### src/rtl/vga_pkg.sv
// Shared VGA widths, text-box geometry and the timing bundle type.
package vga_pkg;
  localparam int HCNT_W      = 11;
  localparam int RGB_W       = 12;
  localparam int CODE_W      = 7;
  localparam int CHAR_W      = 8;
  localparam int CHAR_H      = 16;
  localparam int TXT_COLS    = 16;
  localparam int TXT_ROWS    = 16;
  localparam int TXT_LATENCY = 5;
  localparam int BOX_W       = CHAR_W * TXT_COLS;
  localparam int BOX_H       = CHAR_H * TXT_ROWS;

  typedef struct packed {
    logic [HCNT_W-1:0] hcount;
    logic [HCNT_W-1:0] vcount;
    logic              hsync;
    logic              vsync;
    logic              hblnk;
    logic              vblnk;
    logic [RGB_W-1:0]  rgb;
  } vga_bus_t;
endpackage

### src/rtl/signal_delay.sv
// Fixed-length shift register with synchronous active-low clear.
module signal_delay #(
  parameter int WIDTH   = 1,
  parameter int CLK_DEL = 1
) (
  input  logic             clk,
  input  logic             rst_n,
  input  logic [WIDTH-1:0] data,
  output logic [WIDTH-1:0] delayed
);
  logic [CLK_DEL-1:0][WIDTH-1:0] pipe;

  always_ff @(posedge clk) begin
    if (!rst_n) begin
      pipe <= '0;
    end else begin
      pipe[0] <= data;
      for (int i = 1; i < CLK_DEL; i++) pipe[i] <= pipe[i-1];
    end
  end

  assign delayed = pipe[CLK_DEL-1];
endmodule

### src/rtl/draw_text_box.sv
// Overlays a 16x16 character text box on the pixel stream, addressing the
// external character and font ROMs and re-aligning timing by TXT_LATENCY.
module draw_text_box
  import vga_pkg::*;
#(
  parameter int               X_POS    = 448,
  parameter int               Y_POS    = 300,
  parameter logic [RGB_W-1:0] FG_COLOR = 12'hFFF
) (
  input  logic              clk,
  input  logic              rst_n,
  input  logic [HCNT_W-1:0] hcount_in,
  input  logic [HCNT_W-1:0] vcount_in,
  input  logic              hsync_in,
  input  logic              vsync_in,
  input  logic              hblnk_in,
  input  logic              vblnk_in,
  input  logic [RGB_W-1:0]  rgb_in,
  input  logic              text_en,
  input  logic [CODE_W-1:0] char_code,
  input  logic [7:0]        char_pixels,
  output logic [7:0]        char_xy,
  output logic [10:0]       font_addr,
  output logic [HCNT_W-1:0] hcount_out,
  output logic [HCNT_W-1:0] vcount_out,
  output logic              hsync_out,
  output logic              vsync_out,
  output logic              hblnk_out,
  output logic              vblnk_out,
  output logic [RGB_W-1:0]  rgb_out
);
  localparam logic signed [HCNT_W:0] XP    = (HCNT_W+1)'(X_POS);
  localparam logic signed [HCNT_W:0] YP    = (HCNT_W+1)'(Y_POS);
  localparam logic signed [HCNT_W:0] BW    = (HCNT_W+1)'(BOX_W);
  localparam logic signed [HCNT_W:0] BH    = (HCNT_W+1)'(BOX_H);
  localparam logic signed [HCNT_W:0] ZERO  = '0;

  logic signed [HCNT_W:0] relx, rely;
  logic                   en_frame, en_next, in_box;
  logic [2:0]             sub_x_d;
  logic                   in_box_d;
  logic [3:0]             line_d;
  logic                   fg;
  vga_bus_t               bus_in, bus_d;

  // One extra sign bit keeps pixels left of / above the box negative.
  assign relx = $signed({1'b0, hcount_in}) - XP;
  assign rely = $signed({1'b0, vcount_in}) - YP;

  // The value latched at frame start already governs pixel (0,0).
  assign en_next = (hcount_in == '0 && vcount_in == '0) ? text_en : en_frame;
  assign in_box  = en_next && (relx >= ZERO) && (relx < BW) &&
                   (rely >= ZERO) && (rely < BH);

  assign bus_in = '{hcount: hcount_in, vcount: vcount_in,
                    hsync: hsync_in, vsync: vsync_in,
                    hblnk: hblnk_in, vblnk: vblnk_in, rgb: rgb_in};

  signal_delay #(.WIDTH($bits(vga_bus_t)), .CLK_DEL(TXT_LATENCY)) u_bus_dly (
    .clk     (clk),
    .rst_n   (rst_n),
    .data    (bus_in),
    .delayed (bus_d)
  );

  signal_delay #(.WIDTH(4), .CLK_DEL(TXT_LATENCY-1)) u_pix_dly (
    .clk     (clk),
    .rst_n   (rst_n),
    .data    ({relx[2:0], in_box}),
    .delayed ({sub_x_d, in_box_d})
  );

  signal_delay #(.WIDTH(4), .CLK_DEL(2)) u_line_dly (
    .clk     (clk),
    .rst_n   (rst_n),
    .data    (rely[3:0]),
    .delayed (line_d)
  );

  always_ff @(posedge clk) begin
    if (!rst_n) begin
      en_frame  <= 1'b0;
      char_xy   <= '0;
      font_addr <= '0;
      fg        <= 1'b0;
    end else begin
      en_frame  <= en_next;
      char_xy   <= {rely[7:4], relx[6:3]};
      font_addr <= {char_code, line_d};
      // Glyph bit 7 is the leftmost pixel of the cell.
      fg        <= in_box_d && char_pixels[3'd7 - sub_x_d];
    end
  end

  assign hcount_out = bus_d.hcount;
  assign vcount_out = bus_d.vcount;
  assign hsync_out  = bus_d.hsync;
  assign vsync_out  = bus_d.vsync;
  assign hblnk_out  = bus_d.hblnk;
  assign vblnk_out  = bus_d.vblnk;
  assign rgb_out    = (bus_d.hblnk || bus_d.vblnk) ? '0 :
                      fg ? FG_COLOR : bus_d.rgb;
endmodule
### config.mk
export PLATFORM = sky130hd
export DESIGN_NAME = draw_text_box
export DESIGN_NICKNAME = d
export VERILOG_FILES = /design/src/rtl/vga_pkg.sv /design/src/rtl/signal_delay.sv /design/src/rtl/draw_text_box.sv
export SDC_FILE = /design/constraint.sdc
export NUM_CORES = 1
export LEC_CHECK = 0
export CAP_MARGIN = 20
export CORE_MARGIN = 2
export CORE_UTILIZATION = 46
export CTS_CLUSTER_SIZE = 12
export DETAILED_ROUTE_END_ITERATION = 6
export PLACE_DENSITY_LB_ADDON = 0.1
export RECOVER_POWER = 100
export SKIP_CTS_REPAIR_TIMING = 1
export SYNTH_ARGS = -nofsm -noshare
export SYNTH_HDL_FRONTEND = slang
export SYNTH_SLANG_ARGS = --single-unit
### constraint.sdc
create_clock -name clk -period 1.9 [get_ports clk]
set_input_delay 0.38 -clock clk [delete_from_list [all_inputs] [get_ports clk]]
set_output_delay 0.38 -clock clk [all_outputs]
set_load 0.01 [all_outputs]
## After elaboration in Yosys (flattened, before gate mapping)

Index checks and enable logic that the tools add are counted.

- Flip-flop bits (word level): 235
- Input bits: 56
- Output and inout bits: 57
- Logic and storage cells: 37

- $add $sub $neg: 3
- Order comparisons: 5
- Multiplexer cells: 5
- Reduce and logical (&&, ||, !) cells: 9

Operators with widths:

| cell | count |
|---|---|
| 12-bit by 1-bit greater-or-equal comparator with 1-bit output (second input constant) | 2 |
| 12-bit 2-to-1 mux | 2 |
| 11-bit by 9-bit subtractor with 12-bit output (second input constant) | 2 |
| 11-bit logical NOT | 2 |
| 12-bit by 10-bit < comparator with 1-bit output (second input constant) | 1 |
| 12-bit by 9-bit < comparator with 1-bit output (second input constant) | 1 |
| 1-bit logical AND | 6 |
| 3-bit by 4-bit < comparator with 1-bit output (second input constant) | 1 |
| 1-bit binary-select mux with 3-bit select | 1 |
| 3-bit subtractor (first input constant) | 1 |
| 1-bit 2-to-1 mux | 2 |
| 1-bit logical OR | 1 |

## Depth between registers and ports, before layout

- Word-level depth: 7
- Depth in mapped cells: 6
- Gate-level depth less buffers: 6

## Cells and area by module

From an unflattened synthesis, not the netlist that was laid out.

- Cell total of the unflattened synthesis: 602
- Area, all modules: 7375.8 sq um

Modules (own cells, without submodules):

| module | times used | cells an instance | area each (sq um) | seq. area each (sq um) |
|---|---|---|---|---|
| signal_delay at u_bus_dly | 1 | 439 | 5636.7 | 3803.6 |
| draw_text_box | 1 | 106 | 1022.2 | 420.4 |
| signal_delay at u_pix_dly | 1 | 37 | 476.7 | 320.3 |
| signal_delay at u_line_dly | 1 | 20 | 240.2 | 160.2 |

## Worst setup path after synthesis

No wires, ideal clock.

- Path kind: input port to flip-flop
- Start: input port vcount_in[2]
- End: register u_pix_dly.pipe[0] (netlist bit)
- Setup time: 103 ps
- Data arrival time: 1763 ps
- Required time: 1797 ps
- Path slack: 33 ps
- Stages: 5
- Buffers on the path: 0
- Cell sequence: inv_1 ha_1 or4b_4 or4_4 a2111oi_2

- Longest elaborated chain between the ends: 7
- Elaborated cells on any way between the ends: 10
- Classes of those cells: add/sub (1); order compare (2); mux (1); reduce/logical (6)

RTL lines:

| what | RTL line | source |
|---|---|---|
| start: declaration | draw_text_box.sv:13 | `input logic [HCNT_W-1:0] vcount_in,` |
| branches (longest 6 deep; another with 11-bit by 9-bit subtractor with 12-bit output) | - |  |
| 1-bit logical AND * | draw_text_box.sv:53 | `(rely >= ZERO) && (rely < BH);` |
| end: declaration | signal_delay.sv:11 | `logic [CLK_DEL-1:0][WIDTH-1:0] pipe;` |

Every way passes the cells marked *.
A chain may end at the register's enable or synchronous reset.

## Worst setup path after layout

- Start: register u_bus_dly.pipe, in the netlist u_bus_dly.delayed[13]
- End: output port rgb_out[6]

- Longest elaborated chain between the ends: 2

RTL lines:

| what | RTL line | source |
|---|---|---|
| start: declaration | signal_delay.sv:11 |  |
| 1-bit logical OR | draw_text_box.sv:101 | `assign rgb_out = (bus_d.hblnk \|\| bus_d.vblnk) ? '0 :` |
| 12-bit 2-to-1 mux | draw_text_box.sv:101 |  |
| end: declaration | draw_text_box.sv:30 | `output logic [RGB_W-1:0] rgb_out` |

Every way passes these cells.

==> results.py <==
metrics = {
    "synthesis": {
        "synth_area_mm2": 0.006354,
        "synth_area_leaders": "dfxtp_1 67%, and2_1 20%, buf_4 3.2%",
        "synth_area_per_cell_um2": 11.77,
        "ys_warn_count": 0,
        "synth_cell_type_count": 34,
        "ys_ff_latch": 214,
        "yosysTopAreaCell": "dfxtp_1",
        "synthesis.nets": 600,
        "synthFlopType": "dfxtp_1",
        "ys_async_sr_fraction_pct": 0,
        "synth-edff-count": 0,
        "yosysTopAreaCellShare_pct": 67.43,
        "synth_seq_area_share_pct": 67.43,
        "netlist_instances": 540,
    },
    "drt": {
        "drt_iter0_drc": 139,
        "vias": 3465,
        "wire_per_inst_um": 11.33,
        "viasPerCell": 4.160,
        "remaining_drc_errors": 0,
        "ant_nets": 0,
        "routed_wirelength_mm": 9.437,
        "firstDrtPassIters": 4,
    },
    "clocking": {
        "root_buffer": "clkbuf_16",
        "cts_buffers": 22,
        "htreeDepth": 1,
        "clockBufferDepth": 3,
        "clk_latency_ns": 0.48,
        "cts.reportedPaths.clkPinSlew_ns": 0.06,
        "clock-sinks": 214,
        "cts_tree": "done",
    },
    "timing": {
        "fmax_ghz": 0.5399,
        "post-route-min-period_ns": 1.852,
        "worstMarginPinSlew_ns": 0.7904,
        "hold_violations": 0,
        "rsz0062_at_grt": "true",
        "finalClockSkew_ns": 0.01269,
        "finalCritPeriodShare_pct": 97.48,
        "drv_slew": 0,
        "tns_ns": 0,
        "slew_headroom_pct": 47.30,
        "finalSetupViolations": 0,
    },
    "global_route": {
        "grt_max_degree": 87,
        "grtUsageTotal_pct": 13.18,
        "antenna_found_initial": 0,
        "globalRouteOverflowTotal": 0,
        "grt_pass1_wl_mm": 15.88,
        "grt_pass1_vias": 3283,
    },
    "finish": {
        "drive_gt1_share_pct": 10.50,
        "final_util_pct": 61.85,
        "num-nets-final": 711,
        "fillers": 1157,
        "area_growth_pct": 29.93,
        "n_antenna_cell": 0,
    },
    "critical_path": {
        "crit_path_end_kind": "output port",
        "path_max_fanout": 10,
        "critPathKind": "flop to output port",
        "required_ns": 1.52,
        "worstSetupStartpointType": "flop",
        "worstPathArrival_ns": 1.47,
    },
    "placement": {
        "gp_congestion": 0.8084,
        "dp_hpwl_mm": 6.467,
        "place.port_buffers": 112,
    },
    "power": {
        "power_switching_uw": 1697,
        "p_int_uw": 7014,
        "seqPwrFrac_pct": 53.5,
        "total_power_uw": 8711,
        "p_sw_share_pct": 19.48,
        "cellLeakagePower_uw": 0.003618,
        "power.density_mw_per_mm2": 1055,
        "combPwrFrac_pct": 4.9,
        "vdd.ir_drop.worst_mv": 0.7183,
        "clkPwrFrac_pct": 41.6,
    },
    "run": {
        "cap_violations": 0,
    },
    "floorplan": {
        "fp.dieH_um": 121.5,
        "initial_core_util_pct": 47.60,
        "die-area_mm2": 0.01477,
        "core_area_mm2": 0.01335,
        "die_w_um": 121.5,
        "placementRows": 42,
        "ioPinCount": 113,
    },
    "run_status": {
        "outcome": "finished, final reports clean",
    },
    "min_path": {
        "hold_class": "primary input to flop",
    },
}
-- cells in the final DEF (no fill, tap or decap), types with 2 or more instances in the layout --
master,synthesis,routed
dfxtp_1,214,212
and2_1,199,141
clkdlybuf4s50_1,0,62
and2_0,0,58
dlygate4sd3_1,0,35
clkbuf_16,0,22
buf_4,27,21
nor2_1,15,14
o21a_1,12,12
dlymetal6s2s_1,0,12
inv_1,6,5
clkbuf_1,25,5
nand2_1,4,4
a21oi_1,4,4
ha_1,4,4
clkbuf_2,0,3
buf_6,0,3
inv_2,1,2
xor2_1,2,2
nor4_1,2,2
nor3_1,2,2
o21ai_0,2,2
xnor2_1,2,2
mux4_2,2,2
dfxtp_2,0,2
-- path summary, 6_finish.rpt --
check,from,end,slack (ns),cells after the start
min,vcount_in[2],u_line_dly.pipe[2],0.22,3
max,u_bus_dly.delayed[13],rgb_out[6],0.05,6
max reg2reg,u_bus_dly.pipe[141],fg,0.58,3
min reg2reg,u_pix_dly.delayed[0],fg,0.42,2
-- registers in the layout, summed over array words and instances, names as in the netlist --
| register | count |
|---|---|
| char_xy | 8 |
| u_pix_dly.delayed | 1 |
| en_frame | 1 |
| font_addr | 11 |
| u_bus_dly.delayed | 38 |
| u_line_dly.delayed | 2 |
| u_line_dly.pipe | 2 |
| u_pix_dly.pipe | 3 |
| fg | 1 |
| u_bus_dly.pipe | 147 |
-- layout make-up --
class / count / area (um2) / share of cell area, %
inverter: 7 / 26.28 / 0.3183
sequential: 214 / 4287 / 51.92
multi-input combinational: 267 / 1770 / 21.45
timing repair buffer: 139 / 1344 / 16.28
clock inverter: 3 / 28.78 / 0.3486
tap: 176 / 220.2 / 2.667
clock buffer: 27 / 579.3 / 7.017
-- metal layers --
| metal | routed length, um | share of wire (%) | vias to the layer above | global-route usage (%) |
|---|---|---|---|---|
| li1 | - | - | 1858 | - |
| met1 | 4605 | 49 | 1501 | 18.91 |
| met4 | 163 | 1.7 | 0 | 4.239 |
| met3 | 644 | 6.8 | 16 | 3.806 |
| met5 | 0 | 0 | - | 0 |
| met2 | 4022 | 43 | 90 | 19.24 |
-- Yosys cell counts (2+ instances only) --
master    number
dfxtp_1      214
and2_1       199
buf_4         27
clkbuf_1      25
nor2_1        15
o21a_1        12
inv_1          6
a21oi_1        4
ha_1           4
nand2_1        4
mux4_2         2
nor3_1         2
nor4_1         2
o21ai_0        2
xnor2_1        2
xor2_1         2
-- metrics by stage --
step / cell area (um2) / cells / setup slack (ns) / hold WS (ns)
floorplan: 6354 / 540 / 0.03333 / 0.4006
global placement: 7596 / 801 / -0.4597 / 0.4122
detailed placement: 7596 / 801 / -0.5033 / 0.4105
CTS: 8204 / 831 / -0.3167 / 0.3728
global route: 8255 / 833 / -0.02259 / 0.2304
finish: 8255 / 833 / 0.04785 / 0.2241
-- logic make-up after synthesis --
kind of cell	share of synthesized area, %
AND/OR/NAND/NOR	22.31
multiplexers	1.044
adder cells (fa/ha/maj)	0.7877
XOR/XNOR	0.5515
buffers and inverters	5.081
AO/OA/AOI/OAI	2.797
flip-flops	67.43
-- critical path, stage by stage, from the launching register on --
cell     delay (ns)
dfxtp_2        0.32
nor2_2         0.11
buf_6          0.14
buf_6          0.11
buf_6          0.08
o21a_1         0.11
buf_2          0.13
-- power groups by stage --
stage	registers, uW	clock network, uW	logic (uW)
floorplan	4760	0	186
global placement	4750	0	438
detailed placement	4760	0	444
CTS	4660	3740	447
global route	4670	3940	473
finish	4660	3620	428
No activity file was read; power rests on OpenSTA's default activity.
